$ cat config.mk
export PLATFORM = sky130hd
export DESIGN_NAME = serial_nibble_adder_ctrl
export DESIGN_NICKNAME = d
export VERILOG_FILES = /design/src/rtl/serial_nibble_adder_ctrl.sv
export SDC_FILE = /design/constraint.sdc
export NUM_CORES = 1
export LEC_CHECK = 0
export ABC_CLOCK_PERIOD_IN_PS = 3000
export CORE_UTILIZATION = 35
export DETAILED_ROUTE_END_ITERATION = 10
export PLACE_DENSITY = 0.67
export RECOVER_POWER = 25
export SYNTH_ARGS = -nofsm -noshare
export SYNTH_HDL_FRONTEND = slang
export SYNTH_SLANG_ARGS = --single-unit
$ cat constraint.sdc
create_clock -name clk -period 3 [get_ports clk]
set_clock_uncertainty 0.05 [all_clocks]
set_input_delay 0.9 -clock clk [delete_from_list [all_inputs] [get_ports clk]]
set_output_delay 0.9 -clock clk [all_outputs]
set_load 0.05 [all_outputs]
$ cat src/rtl/serial_nibble_adder_ctrl.sv
// -----------------------------------------------------------------------------
// serial_nibble_adder_ctrl
//
// Purpose: adds two WIDTH-bit operands plus a carry-in one nibble per clock.
// A single 4-bit ripple-carry adder is reused for every nibble, LSB first.
// The carry is kept in a register between nibbles. Signed overflow is taken
// on the last nibble. The result is held in output registers until the
// consumer takes it.
//
// Handshakes (valid/ready):
//   A transfer happens on a rising clk edge where valid and ready are both 1.
//   valid must not depend on ready. A producer that raises valid may keep it
//   high until the transfer. in_ready is 1 only in IDLE, so in_valid is ignored
//   while a transaction is in flight. out_valid is 1 only in DONE. sum, cout and
//   ovf do not change until the result is taken.
//
// Ports:
//   clk        in   clock, rising edge
//   rst_n      in   asynchronous active-low reset
//   in_valid   in   a, b, cin valid
//   in_ready   out  block can accept operands (state == IDLE)
//   a, b       in   WIDTH-bit operands
//   cin        in   carry into the least-significant nibble
//   out_valid  out  result valid (state == DONE)
//   out_ready  in   consumer accepts the result
//   sum        out  a + b + cin modulo 2^WIDTH
//   cout       out  carry out of the MSB
//   ovf        out  two's-complement signed overflow
//   dbg_state  out  FSM state: 0 = IDLE, 1 = ADD, 2 = DONE
//
// WIDTH must be a multiple of 4 and at least 8.
// -----------------------------------------------------------------------------

// 4-bit ripple-carry adder: the only arithmetic element in this block.
module ripple_carry_adder (
  input  logic [3:0] i_a,
  input  logic [3:0] i_b,
  input  logic       i_cin,
  output logic [3:0] o_sum,
  output logic       o_cout
);
  logic [4:0] w_c;

  assign w_c[0] = i_cin;

  for (genvar i = 0; i < 4; i++) begin : g_fa
    assign o_sum[i]  = i_a[i] ^ i_b[i] ^ w_c[i];
    assign w_c[i+1]  = (i_a[i] & i_b[i]) | (w_c[i] & (i_a[i] ^ i_b[i]));
  end

  assign o_cout = w_c[4];
endmodule

module serial_nibble_adder_ctrl #(
  parameter int WIDTH = 16
) (
  input  logic             clk,
  input  logic             rst_n,
  input  logic             in_valid,
  output logic             in_ready,
  input  logic [WIDTH-1:0] a,
  input  logic [WIDTH-1:0] b,
  input  logic             cin,
  output logic             out_valid,
  input  logic             out_ready,
  output logic [WIDTH-1:0] sum,
  output logic             cout,
  output logic             ovf,
  output logic [1:0]       dbg_state
);
  localparam int NIB   = WIDTH / 4;
  localparam int CNT_W = $clog2(NIB);

  typedef enum logic [1:0] {
    S_IDLE = 2'd0,
    S_ADD  = 2'd1,
    S_DONE = 2'd2
  } state_t;

  state_t             r_state;
  logic               r_in_ready;
  logic               r_out_valid;
  logic [WIDTH-1:0]   r_a;
  logic [WIDTH-1:0]   r_b;
  logic [WIDTH-1:0]   r_res;
  logic               r_carry;
  logic [CNT_W-1:0]   r_cnt;
  logic [WIDTH-1:0]   r_sum;
  logic               r_cout;
  logic               r_ovf;

  logic [3:0]         w_nib_sum;
  logic               w_nib_cout;
  logic               w_last;
  logic [WIDTH-1:0]   w_res_next;

  ripple_carry_adder u_rca (
    .i_a    (r_a[3:0]),
    .i_b    (r_b[3:0]),
    .i_cin  (r_carry),
    .o_sum  (w_nib_sum),
    .o_cout (w_nib_cout)
  );

  assign w_last = (r_cnt == CNT_W'(NIB - 1));

  // The current nibble enters at the top. After NIB shifts the LSB nibble
  // has reached bit 0.
  assign w_res_next = {w_nib_sum, r_res[WIDTH-1:4]};

  always_ff @(posedge clk or negedge rst_n) begin
    if (!rst_n) begin
      r_state     <= S_IDLE;
      r_in_ready  <= 1'b1;
      r_out_valid <= 1'b0;
      r_a         <= '0;
      r_b         <= '0;
      r_res       <= '0;
      r_carry     <= 1'b0;
      r_cnt       <= '0;
      r_sum       <= '0;
      r_cout      <= 1'b0;
      r_ovf       <= 1'b0;
    end else begin
      case (r_state)
        S_IDLE: begin
          // in_ready is 1 in IDLE, so in_valid alone means accept.
          if (in_valid) begin
            r_a        <= a;
            r_b        <= b;
            r_carry    <= cin;
            r_cnt      <= '0;
            r_state    <= S_ADD;
            r_in_ready <= 1'b0;
          end
        end

        S_ADD: begin
          r_a     <= r_a >> 4;
          r_b     <= r_b >> 4;
          r_res   <= w_res_next;
          r_carry <= w_nib_cout;
          r_cnt   <= r_cnt + 1'b1;
          if (w_last) begin
            r_state     <= S_DONE;
            r_out_valid <= 1'b1;
            r_sum       <= w_res_next;
            r_cout      <= w_nib_cout;
            // On the last nibble, r_a[3] and r_b[3] hold the operand MSBs and
            // w_nib_sum[3] is the result MSB.
            r_ovf       <= (r_a[3] == r_b[3]) && (w_nib_sum[3] != r_a[3]);
          end
        end

        S_DONE: begin
          if (out_ready) begin
            r_state     <= S_IDLE;
            r_out_valid <= 1'b0;
            r_in_ready  <= 1'b1;
          end
        end

        default: begin
          r_state     <= S_IDLE;
          r_out_valid <= 1'b0;
          r_in_ready  <= 1'b1;
        end
      endcase
    end
  end

  assign in_ready  = r_in_ready;
  assign out_valid = r_out_valid;
  assign sum       = r_sum;
  assign cout      = r_cout;
  assign ovf       = r_ovf;
  assign dbg_state = r_state;
endmodule

# Word level (Yosys, flattened, before mapping)
# Index checks and enable logic that the tools add are counted.
# word_totals
input_bits,37
out_inout_bits,22
reg_bits,73
# classes
mux,18
reduce_logical,8
bitwise_logic,22
n_eq_ne,8
addsub,1
# op_table
op,n
16-bit case mux with 2 select lines,2
16-bit two-way mux,2
3-bit AND reduction,3
1-bit bitwise AND,8
2-bit two-way mux,4
1-bit bitwise XOR,8
"2-bit inequality test, second input constant",3
1-bit case mux with 3 select lines,2
2-bit case mux with 3 select lines,1
1-bit two-way mux,5
"2-bit == test, second input constant",2
1-bit OR,4
2-bit case mux with 2 select lines,1
2-bit AND reduction,2
"2-bit by 1-bit adder with 2-bit output, second input constant",1
"2-bit by 1-bit == test with 1-bit output, second input constant",1
2-bit logical NOT,1
1-bit inverter,2
1-bit case mux with 2 select lines,1
2-bit nonzero test,1
1-bit == test,1
1-bit logical AND,1
1-bit inequality test,1

# Depth between registers and ports, before layout
# Gate-level depths: netlist (run 1).
# depth
depth_word,10
mapped_depth,9
depth_no_buf,9

# Hierarchy
# From an unflattened synthesis (run 1), not the netlist that was laid out.
# unflattened
hier_cells,276
hier_area_um2,3215.6
# modules_own_cells
mod,instances,cells_each,area_each_um2
serial_nibble_adder_ctrl,1,262,3098.0
ripple_carry_adder,1,14,117.6

# Worst setup path before layout (run 1)
# OpenSTA, ideal clock, no wires.
# synth_path
path_type,reg2reg
from,reg r_a[0]
to,"reg r_ovf, in the netlist ovf"
setup_ns,0.095
period_less_slack_ns,2.359
path_stages_with_launch,10
setup_slack_ns,0.641
n_path_buf,0
t_arrival_ns,2.214
required_ns,2.855
path_cell_list,dfrtp_1 fa_1 inv_1 fa_1 inv_1 fa_1 inv_1 fa_1 xor2_1 o31ai_1
# synth_via
elab_chain_cells,10
word_cells_on_any_way,11
classes_between,eq/ne: 1; bitwise: 9; reduce/logical: 1
# synth_rtl
element,line_no,text
start: declaration,83,logic [WIDTH-1:0] r_a;
start signal: assignment,139,r_a <= r_a >> 4;
1-bit bitwise XOR,48,assign w_c[i+1] = (i_a[i] & i_b[i]) | (w_c[i] & (i_a[i] ^ i_b[i]));
1-bit bitwise AND,48,
1-bit OR *,48,
1-bit bitwise AND *,48,
1-bit OR *,48,
1-bit bitwise AND *,48,
1-bit OR *,48,
1-bit bitwise XOR *,47,assign o_sum[i] = i_a[i] ^ i_b[i] ^ w_c[i];
1-bit inequality test *,151,r_ovf <= (r_a[3] == r_b[3]) && (w_nib_sum[3] != r_a[3]);
1-bit logical AND *,151,
end signal: assignment,151,
end: declaration,90,logic r_ovf;
# Every way passes the cells marked *; elsewhere a longest branch is shown, timed or not.
# A chain may end at the register's enable or synchronous reset.

# Worst setup path after layout (run 1)
# layout_path
from,"reg r_in_ready, in the netlist in_ready"
to,out in_ready
# layout_rtl
element,line_no,text
start: declaration,81,logic r_in_ready;
start signal: assignment,114,r_in_ready <= 1'b1;
start signal: assignment,134,r_in_ready <= 1'b0;
start signal: assignment,159,r_in_ready <= 1'b1;
end: declaration,60,"output logic in_ready,"
# No word-level cell between the ends.

==> results.sh, run 1 <==
export IMPL_outcome="finished with violations"
export IMPL_violations="max-capacitance violations"
export IMPL_cp_top_family="buffers and inverters"
export IMPL_syn_nets=329
export IMPL_path_cells="clkdlybuf4s50_1"
export IMPL_cts_max_level=3
export IMPL_firstDrtPassIters=4
export IMPL_postCtsHoldBufs=0
export IMPL_antenna_found_initial=0
export IMPL_ys_async_sr_fraction=1.00
export IMPL_syn_instance_count=286
export IMPL_peakVddDrop_uv=390
export IMPL_numPortBuffers=58
export IMPL_max_cap_violations=1
export IMPL_max_stage_delay_ns=0.80
export IMPL_cellLeakagePower_nw=1.72
export IMPL_drv_slew=0
export IMPL_initial_utilization=0.365
export IMPL_hpwl_microns=4870
export IMPL_min_from="r_res[4]$_DFFE_PN0P_"
export IMPL_ys_types=27
export IMPL_fp_dieH_microns=95.3
export IMPL_cts_buffers_inserted=9
export IMPL_num_antenna_cells=0
export IMPL_crit_slowest_cell="clkdlybuf4s50_1"
export IMPL_clkTransAtPathRegs_ns=0.07
export IMPL_tightest_slew_ns=1.49
export IMPL_clock_fmax_ghz=0.379
export IMPL_grt_overflow=0
export IMPL_post_cts_buffers=0
export IMPL_setup_viol=0
export IMPL_via_count=2394
export IMPL_drt_iter0_drc=144
export IMPL_relSlewSlack=0.00445
export IMPL_met3_length_microns=327
export IMPL_grt_pass1_wl_microns=11800
export IMPL_ys_warn_count=0
export IMPL_postPlaceCellArea_sq_um=3740
export IMPL_fin_ws_ns=0.359
export IMPL_critical_path_required_ns=2.05
export IMPL_worstRegToRegCells=9
export IMPL_grt_max_degree=44
export IMPL_path_class="reg2out"
export IMPL_syn_area_per_cell_sq_um=10.7
export IMPL_power_density_nw_per_um2=1210
export IMPL_fillers=800
export IMPL_fin_nets=387
export IMPL_dieArea_sq_um=9080
export IMPL_yosys_most_used_dff="dfrtp_1"
export IMPL_drt_total_wl_microns=7080
export IMPL_area_growth_pct=30.2
export IMPL_r2r_end="ovf$_DFFE_PN0P_"
export IMPL_min_delay_path_class="reg2reg"
export IMPL_r2r_start="r_a[0]$_DFFE_PN0P_"
export IMPL_period_minus_slack_ns=2.64
export IMPL_grt_usage=0.175
export IMPL_hold_violations=0
export IMPL_stdcell_area_sq_um=3970
export IMPL_syn_area_sq_um=3050
export IMPL_cp_arrival_ns=1.69
export IMPL_rsz0062_at_grt="no"
export IMPL_worstPathMaxFanout=3
export IMPL_ys_seq_area_frac=0.567
export IMPL_place_ws_ns=0.508
export IMPL_highest_signal_layer="met4"
export IMPL_crit_buf_inv=1
export IMPL_synth_edf_count=0
export IMPL_insertion_delay_ns=0.35
export IMPL_ant_nets=0
export IMPL_grt_pass1_vias=2349
export IMPL_setup_tns_ns=0
export IMPL_hold_path_depth=2
export IMPL_end_kind="output port"
export IMPL_cts_root_buf="clkbuf_8"
export IMPL_clock_sinks=69
export IMPL_cts_tree="done"
export IMPL_routabilityCongestion=0.838
export IMPL_wl_per_cell_microns=15.6
export IMPL_layout_drive_gt1_share=0.138
export IMPL_dr_wl_met2_microns=3350
export IMPL_wl_met1_microns=3280
export IMPL_drc=0
export IMPL_num_rows=33
export IMPL_worst_setup_path_start_kind="flop"
export IMPL_die_w_microns=95.3
export IMPL_min_to="r_res[4]$_DFFE_PN0P_"
export IMPL_fin_crit_sh=0.880
export IMPL_pin_count=59
export IMPL_vias_per_cell=5.27
export IMPL_ctsLongestPathBuffers=2
export IMPL_core_area_sq_um=8340
export IMPL_postCtsResizedCells=0
export IMPL_final_core_util=0.476
export IMPL_reg2reg_slack_ns=0.50
export IMPL_ys_seq_elements=69
[cell families (layout without fill, tap and decap cells)]
logic type      count (synthesis)  count (layout)  share of synthesized area
compound gates                 71              71                      0.158
xor+xnor                        1               1                    0.00288
fa+ha+maj                       6               6                     0.0345
buf+inv                        31              94                     0.0493
flops                          69              69                      0.567
mux                            14              14                     0.0517
simple gates                   94              94                      0.136
[per-layer routing]
| layer | up-vias | global-route usage |
|---|---|---|
| met3 | 9 | 0.0582 |
| met5 | - | 0 |
| li1 | 1130 | - |
| met1 | 1185 | 0.226 |
| met4 | 0 | 0.0442 |
| met2 | 70 | 0.282 |
[registers in the layout, indices dropped and copies added (netlist names)]
register,flops
cout,1
dbg_state,2
in_ready,1
out_valid,1
ovf,1
r_a,16
r_b,16
r_carry,1
r_cnt,2
r_res,12
sum,16
[where the power goes]
group	switching [mW]	internal, mW
logic	1.30	0.892
registers	0.368	1.38
clock network	0.340	0.511
total	2.01	2.78
[metrics by stage]
stage / cells / total power [mW] / hold slack (ns)
2_1_floorplan: 286 / 3.27 / 0.392
3_3_place_gp: 438 / 3.89 / 0.405
3_5_place_dp: 438 / 3.98 / 0.413
4_1_cts: 454 / 4.84 / 0.430
5_1_grt: 454 / 5.13 / 0.460
6_report: 454 / 4.79 / 0.424
[layout make-up]
cell class                 count  area (sq um)  area share
sequential                    69          1730       0.436
clock buffer                  12           155      0.0391
tap                          105           131      0.0331
timing repair buffer          69           679       0.171
inverter                       9          33.8     0.00852
clock inverter                 4          70.1      0.0177
multi-input combinational    186          1170       0.295
[synth_stat cells, types with 5 or more instances]
library cell	instances	area, sq um
buf_2	15	75.1
clkbuf_1	5	18.8
dfrtp_1	68	1700
inv_1	9	33.8
mux2_2	14	158
nand2_1	47	176
nor2_1	22	82.6
nor3_1	12	60.1
o21ai_0	23	115
o22ai_1	20	125
o32ai_1	17	149
[cells in the final DEF, fill, tap and decap left out]
cell             netlist  routed
dfrtp_1               68      68
clkdlybuf4s50_1        0      56
nand2_1               47      47
o21ai_0               23      23
nor2_1                22      22
o22ai_1               20      20
o32ai_1               17      17
mux2_2                14      14
nor3_1                12      12
clkbuf_8               0      11
buf_4                  0      10
inv_1                  9       9
nand2b_1               4       4
nand3b_1               4       4
o221a_2                4       4
fa_1                   4       4
a21oi_1                3       3
o31ai_1                2       2
nor2b_1                2       2
ha_1                   2       2
bufinv_16              0       2
clkinv_2               0       2
clkbuf_1               5       2
buf_12                 0       2
nand3b_2               1       1
or2_1                  1       1
xor2_1                 1       1
nor2_4                 1       1
o22a_1                 1       1
a221oi_1               1       1
dfstp_2                1       1
[how the worst max path moves through the flow]
stage / startpoint / endpoint / slack [ns] / depth (start not counted)
global route: in_ready$_DFFE_PN1P_ / in_ready / 0.31 / 1
detailed placement: r_a[0]$_DFFE_PN0P_ / ovf$_DFFE_PN0P_ / 0.51 / 9
CTS: in_ready$_DFFE_PN1P_ / in_ready / 0.34 / 1
finish: in_ready$_DFFE_PN1P_ / in_ready / 0.36 / 1
global placement: in_valid / r_b[5]$_DFFE_PN0P_ / 0.56 / 5
floorplan: r_a[0]$_DFFE_PN0P_ / ovf$_DFFE_PN0P_ / 0.64 / 9
Note: power is estimated with default switching activity, not from simulation.
==> run 2: changes to the inputs <==
ABC_CLOCK_PERIOD_IN_PS = 3170   (was 3000)
CORE_ASPECT_RATIO = 2   (was default)
CORE_UTILIZATION = 30   (was 35)
PLACE_DENSITY = 0.6   (was 0.67)
clock period = 3.17 ns   (was 3 ns; I/O delays follow)
==> run 2 against run 1 <==
Compared with the run above:
- the flow finishes with violations (max-capacitance violations, max-slew violations)
- critical path depth unchanged
- combinational power down 5%
- clock-buffer cell count unchanged
- design area is 2.6% higher
- worst setup slack improved by 0.13 ns
- clock power rose by 28%
- non-clock buffer count shrank 2
- sequential share of layout area shrank 1.1 points
- global-route usage down 2.4 points
- utilization decreased by 6.1 points
- critical endpoint unchanged
==> results.sh, run 2 (synthesized netlist as in run 1, its figures left out) <==
export IMPL_crit_buf_inv=1
export IMPL_path_cells="clkdlybuf4s50_1"
export IMPL_area_growth_pct=33.6
export IMPL_wl_per_cell_microns=15.3
export IMPL_dieArea_sq_um=10600
export IMPL_power_density_nw_per_um2=1180
export IMPL_insertion_delay_ns=0.33
export IMPL_firstDrtPassIters=4
export IMPL_outcome="finished with violations"
export IMPL_cts_root_buf="clkbuf_16"
export IMPL_fillers=1016
export IMPL_fin_nets=385
export IMPL_dp_cells=463
export IMPL_cts_max_level=3
export IMPL_grt_usage=0.151
export IMPL_max_cap_violations=1
export IMPL_setup_tns_ns=0
export IMPL_initial_utilization=0.310
export IMPL_clock_sinks=69
export IMPL_place_ws_ns=0.511
export IMPL_grt_overflow=0
export IMPL_num_rows=51
export IMPL_instances_no_fill=479
export IMPL_hold_violations=0
export IMPL_clkTransAtPathRegs_ns=0.06
export IMPL_total_power_mw=4.79
export IMPL_drc=0
export IMPL_drt_total_wl_microns=7330
export IMPL_max_stage_delay_ns=0.80
export IMPL_postCtsHoldBufs=0
export IMPL_numPortBuffers=58
export IMPL_fp_dieH_microns=145
export IMPL_cts_tree="done"
export IMPL_period_minus_slack_ns=2.68
export IMPL_pin_count=59
export IMPL_final_cell_mix="68 x dfrtp_1, 56 x clkdlybuf4s50_1, 47 x nand2_1"
export IMPL_postCtsResizedCells=0
export IMPL_min_delay_path_class="in2async"
export IMPL_final_common_cell="dfrtp_1"
export IMPL_vias_per_cell=4.91
export IMPL_grt_pass1_wl_microns=11600
export IMPL_worstPathMaxFanout=3
export IMPL_routabilityCongestion=0.827
export IMPL_relSlewSlack=-0.110
export IMPL_peakVddDrop_uv=617
export IMPL_cp_arrival_ns=1.68
export IMPL_fin_ws_ns=0.494
export IMPL_post_cts_buffers=0
export IMPL_clock_fmax_ghz=0.374
export IMPL_tightest_slew_ns=1.66
export IMPL_core_area_sq_um=9830
export IMPL_num_antenna_cells=0
export IMPL_end_kind="output port"
export IMPL_violations="max-capacitance violations, max-slew violations"
export IMPL_hpwl_microns=5130
export IMPL_cellLeakagePower_nw=1.75
export IMPL_rsz0062_at_grt="no"
export IMPL_antenna_found_initial=0
export IMPL_critical_path_required_ns=2.17
export IMPL_drv_slew=69
export IMPL_ctsLongestPathBuffers=2
export IMPL_cp_top_family="buffers and inverters"
export IMPL_holdWs_ns=0.344
export IMPL_layout_drive_gt1_share=0.133
export IMPL_cts_buffers_inserted=9
export IMPL_grt_pass1_vias=2262
export IMPL_path_class="reg2out"
export IMPL_die_w_microns=73.3
export IMPL_grt_max_degree=69
export IMPL_fin_crit_sh=0.844
export IMPL_drt_iter0_drc=116
export IMPL_via_count=2350
export IMPL_crit_slowest_cell="clkdlybuf4s50_1"
export IMPL_ant_nets=0
export IMPL_worst_setup_path_start_kind="flop"
export IMPL_setup_viol=0
[run 2: area by class of cell]
type                       count  area (sq um)  area share
timing repair buffer          67           649       0.159
clock inverter                 4          70.1      0.0172
sequential                    69          1730       0.424
clock buffer                  12           256      0.0630
multi-input combinational    186          1170       0.287
tap                          132           165      0.0406
inverter                       9          33.8     0.00830
[run 2: worst paths after layout]
kind,from,to,slack (ns),cells after the start
max,in_ready$_DFFE_PN1P_,in_ready,0.49,1
min,rst_n,sum[4]$_DFFE_PN0P_,0.34,1
max reg2reg,r_a[0]$_DFFE_PN0P_,ovf$_DFFE_PN0P_,0.67,9
min reg2reg,r_res[4]$_DFFE_PN0P_,r_res[4]$_DFFE_PN0P_,0.42,2
max in group asynchronous,rst_n,r_cnt[1]$_DFFE_PN0P_,0.93,2
min in group clk,r_res[4]$_DFFE_PN0P_,r_res[4]$_DFFE_PN0P_,0.42,2
[run 2: per-layer routing]
metal  wire length, microns  GRT usage
met1                   3000      0.167
met2                   3900      0.264
met3                    255     0.0348
met4                    172     0.0753
met5                      0          0
[run 2: through the flow]
stage               area [sq um]  utilization
floorplan                   3050            -
global placement            3760        0.383
detailed placement          3760        0.383
CTS                         4090        0.416
global route                4070        0.414
finish                      4070        0.414
[run 2: report_power, final]
| group | internal, mW | leakage, nW | switching, mW |
|---|---|---|---|
| Combinational | 0.833 | 0.747 | 1.25 |
| Clock | 0.729 | 0.163 | 0.357 |
| Sequential | 1.31 | 0.838 | 0.317 |
==> run 3: changes to the inputs <==
ABC_CLOCK_PERIOD_IN_PS = 2500   (was 3170)
clock period = 2.5 ns   (was 3.17 ns; I/O delays follow)
==> run 3 against run 2 <==
Compared with the run above:
- the run now ends clean
- largest power group unchanged
- global-route usage grew 0.74 points
- worst setup slack worse by 0.44 ns
- sequential share of layout area decreased by 0.32 points
- critical path depth grew 8
- critical path type is now reg2reg
- clock power grew 12%
- die area unchanged
- sequential cell count did not move
==> results.sh, run 3 (synthesized netlist as in run 1, its figures left out) <==
export IMPL_drt_total_wl_microns=7340
export IMPL_grt_pass1_vias=2327
export IMPL_drc=0
export IMPL_period_minus_slack_ns=2.44
export IMPL_area_growth_pct=34.7
export IMPL_dieArea_sq_um=10600
export IMPL_cts_root_buf="clkbuf_16"
export IMPL_drt_iter0_drc=102
export IMPL_die_w_microns=73.3
export IMPL_final_common_cell="dfrtp_1"
export IMPL_min_delay_path_class="reg2reg"
export IMPL_path_cells="fa_2, inv_2, fa_2, inv_2, fa_2, inv_2, fa_1, xor2_1, o31ai_1"
export IMPL_clock_fmax_ghz=0.409
export IMPL_via_count=2383
export IMPL_clkTransAtPathRegs_ns=0.05
export IMPL_insertion_delay_ns=0.34
export IMPL_fin_nets=393
export IMPL_numPortBuffers=58
export IMPL_setup_viol=0
export IMPL_worst_setup_path_start_kind="flop"
export IMPL_instances_no_fill=487
export IMPL_relSlewSlack=0.356
export IMPL_cts_max_level=3
export IMPL_outcome="finished clean"
export IMPL_critical_path_required_ns=2.69
export IMPL_grt_overflow=0
export IMPL_ant_nets=0
export IMPL_fin_crit_sh=0.978
export IMPL_dp_cells=469
export IMPL_cp_arrival_ns=2.63
export IMPL_ctsLongestPathBuffers=2
export IMPL_wl_per_cell_microns=15.1
export IMPL_startpoint="r_carry$_DFFE_PN0P_"
export IMPL_grtUsageMet3=0.0425
export IMPL_routabilityCongestion=0.792
export IMPL_hold_violations=0
export IMPL_fp_dieH_microns=145
export IMPL_clock_sinks=69
export IMPL_use_met2=0.264
export IMPL_cts_buffers_inserted=9
export IMPL_min_from="r_cnt[0]$_DFFE_PN0P_"
export IMPL_num_antenna_cells=0
export IMPL_grt_busiest_layer="met2"
export IMPL_layout_drive_gt1_share=0.172
export IMPL_cellLeakagePower_nw=1.77
export IMPL_crit_slowest_cell="fa_1"
export IMPL_met1_usage=0.178
export IMPL_r2r_start="r_carry$_DFFE_PN0P_"
export IMPL_grt_max_degree=53
export IMPL_cts_tree="done"
export IMPL_max_stage_delay_ns=0.45
export IMPL_hpwl_microns=5290
export IMPL_total_power_mw=6.03
export IMPL_holdWs_ns=0.421
export IMPL_num_rows=51
export IMPL_tightest_slew_ns=0.967
export IMPL_rsz0062_at_grt="yes"
export IMPL_initial_utilization=0.310
export IMPL_vias_per_cell=4.89
export IMPL_firstDrtPassIters=4
export IMPL_power_density_nw_per_um2=1470
export IMPL_core_area_sq_um=9830
export IMPL_grt_usage=0.158
export IMPL_grt_pass1_wl_microns=12000
export IMPL_worstPathMaxFanout=3
export IMPL_drv_slew=0
export IMPL_max_cap_violations=0
export IMPL_peakVddDrop_uv=530
export IMPL_antenna_found_initial=0
export IMPL_end_kind="flop"
export IMPL_final_cell_mix="68 x dfrtp_1, 54 x clkdlybuf4s50_1, 47 x nand2_1"
export IMPL_pin_count=59
export IMPL_path_class="reg2reg"
[run 3: cell type report]
class | instances | area, sq um
Multi-Input combinational cell | 186 | 1180
Timing Repair Buffer | 75 | 707
Tap cell | 132 | 165
Clock buffer | 15 | 288
Clock inverter | 1 | 5.00
Sequential cell | 69 | 1730
Inverter | 9 | 33.8
Fill cell | 996 | 5720
[run 3: critical path: cells and delay by family, from the launching register on]
kind | cells | cell delay, ns
adders and majority gates | 4 | 1.34
DFF | 1 | 0.40
AOI/OAI and AO/OA | 1 | 0.23
buffers and inverters | 3 | 0.16
xor gates and xnor gates | 1 | 0.17
[run 3: power by group]
| part | switching, mW | leakage [nW] | internal (mW) |
|---|---|---|---|
| Combinational | 1.61 | 0.783 | 1.13 |
| Sequential | 0.421 | 0.838 | 1.66 |
| Clock | 0.440 | 0.146 | 0.778 |
| Total | 2.47 | 1.77 | 3.57 |
[run 3: worst paths after layout]
check                           cells after the start                   end  slack, ns
worst max-delay path                                9       ovf$_DFFE_PN0P_       0.06
worst min-delay path                                1  r_cnt[0]$_DFFE_PN0P_       0.42
worst max register to register                      9       ovf$_DFFE_PN0P_       0.06
worst min register to register                      1  r_cnt[0]$_DFFE_PN0P_       0.42
max in group asynchronous                           2    r_a[6]$_DFFE_PN0P_       0.58
min in group asynchronous                           1  r_res[4]$_DFFE_PN0P_       0.50
[run 3: through the flow]
step	worst slack, ns	utilization	TNS, ns	cell area [sq um]
final	0.0560	0.417	0	4100
after global routing	-0.0171	0.417	-0.0171	4100
after CTS	0.0246	0.417	0	4090
after detailed placement	0.0364	0.387	0	3800
after global placement	0.0490	0.387	0	3800
after floorplan	0.141	-	0	3050
[run 3: layer usage]
| layer | share of wire | vias up | wire, microns |
|---|---|---|---|
| met5 | 0 | - | 0 |
| met4 | 0.033 | 0 | 243 |
| met3 | 0.043 | 16 | 317 |
| met2 | 0.53 | 68 | 3920 |
| met1 | 0.39 | 1157 | 2850 |
| li1 | - | 1142 | - |
[run 3: repair_timing]
action | in CTS | in global routing
endpoints found under the hold margin | 0 | 0
setup buffers | 0 | 2
setup endpoints to repair | 0 | 1
resized for setup | 0 | 6
hold buffers | 0 | 0
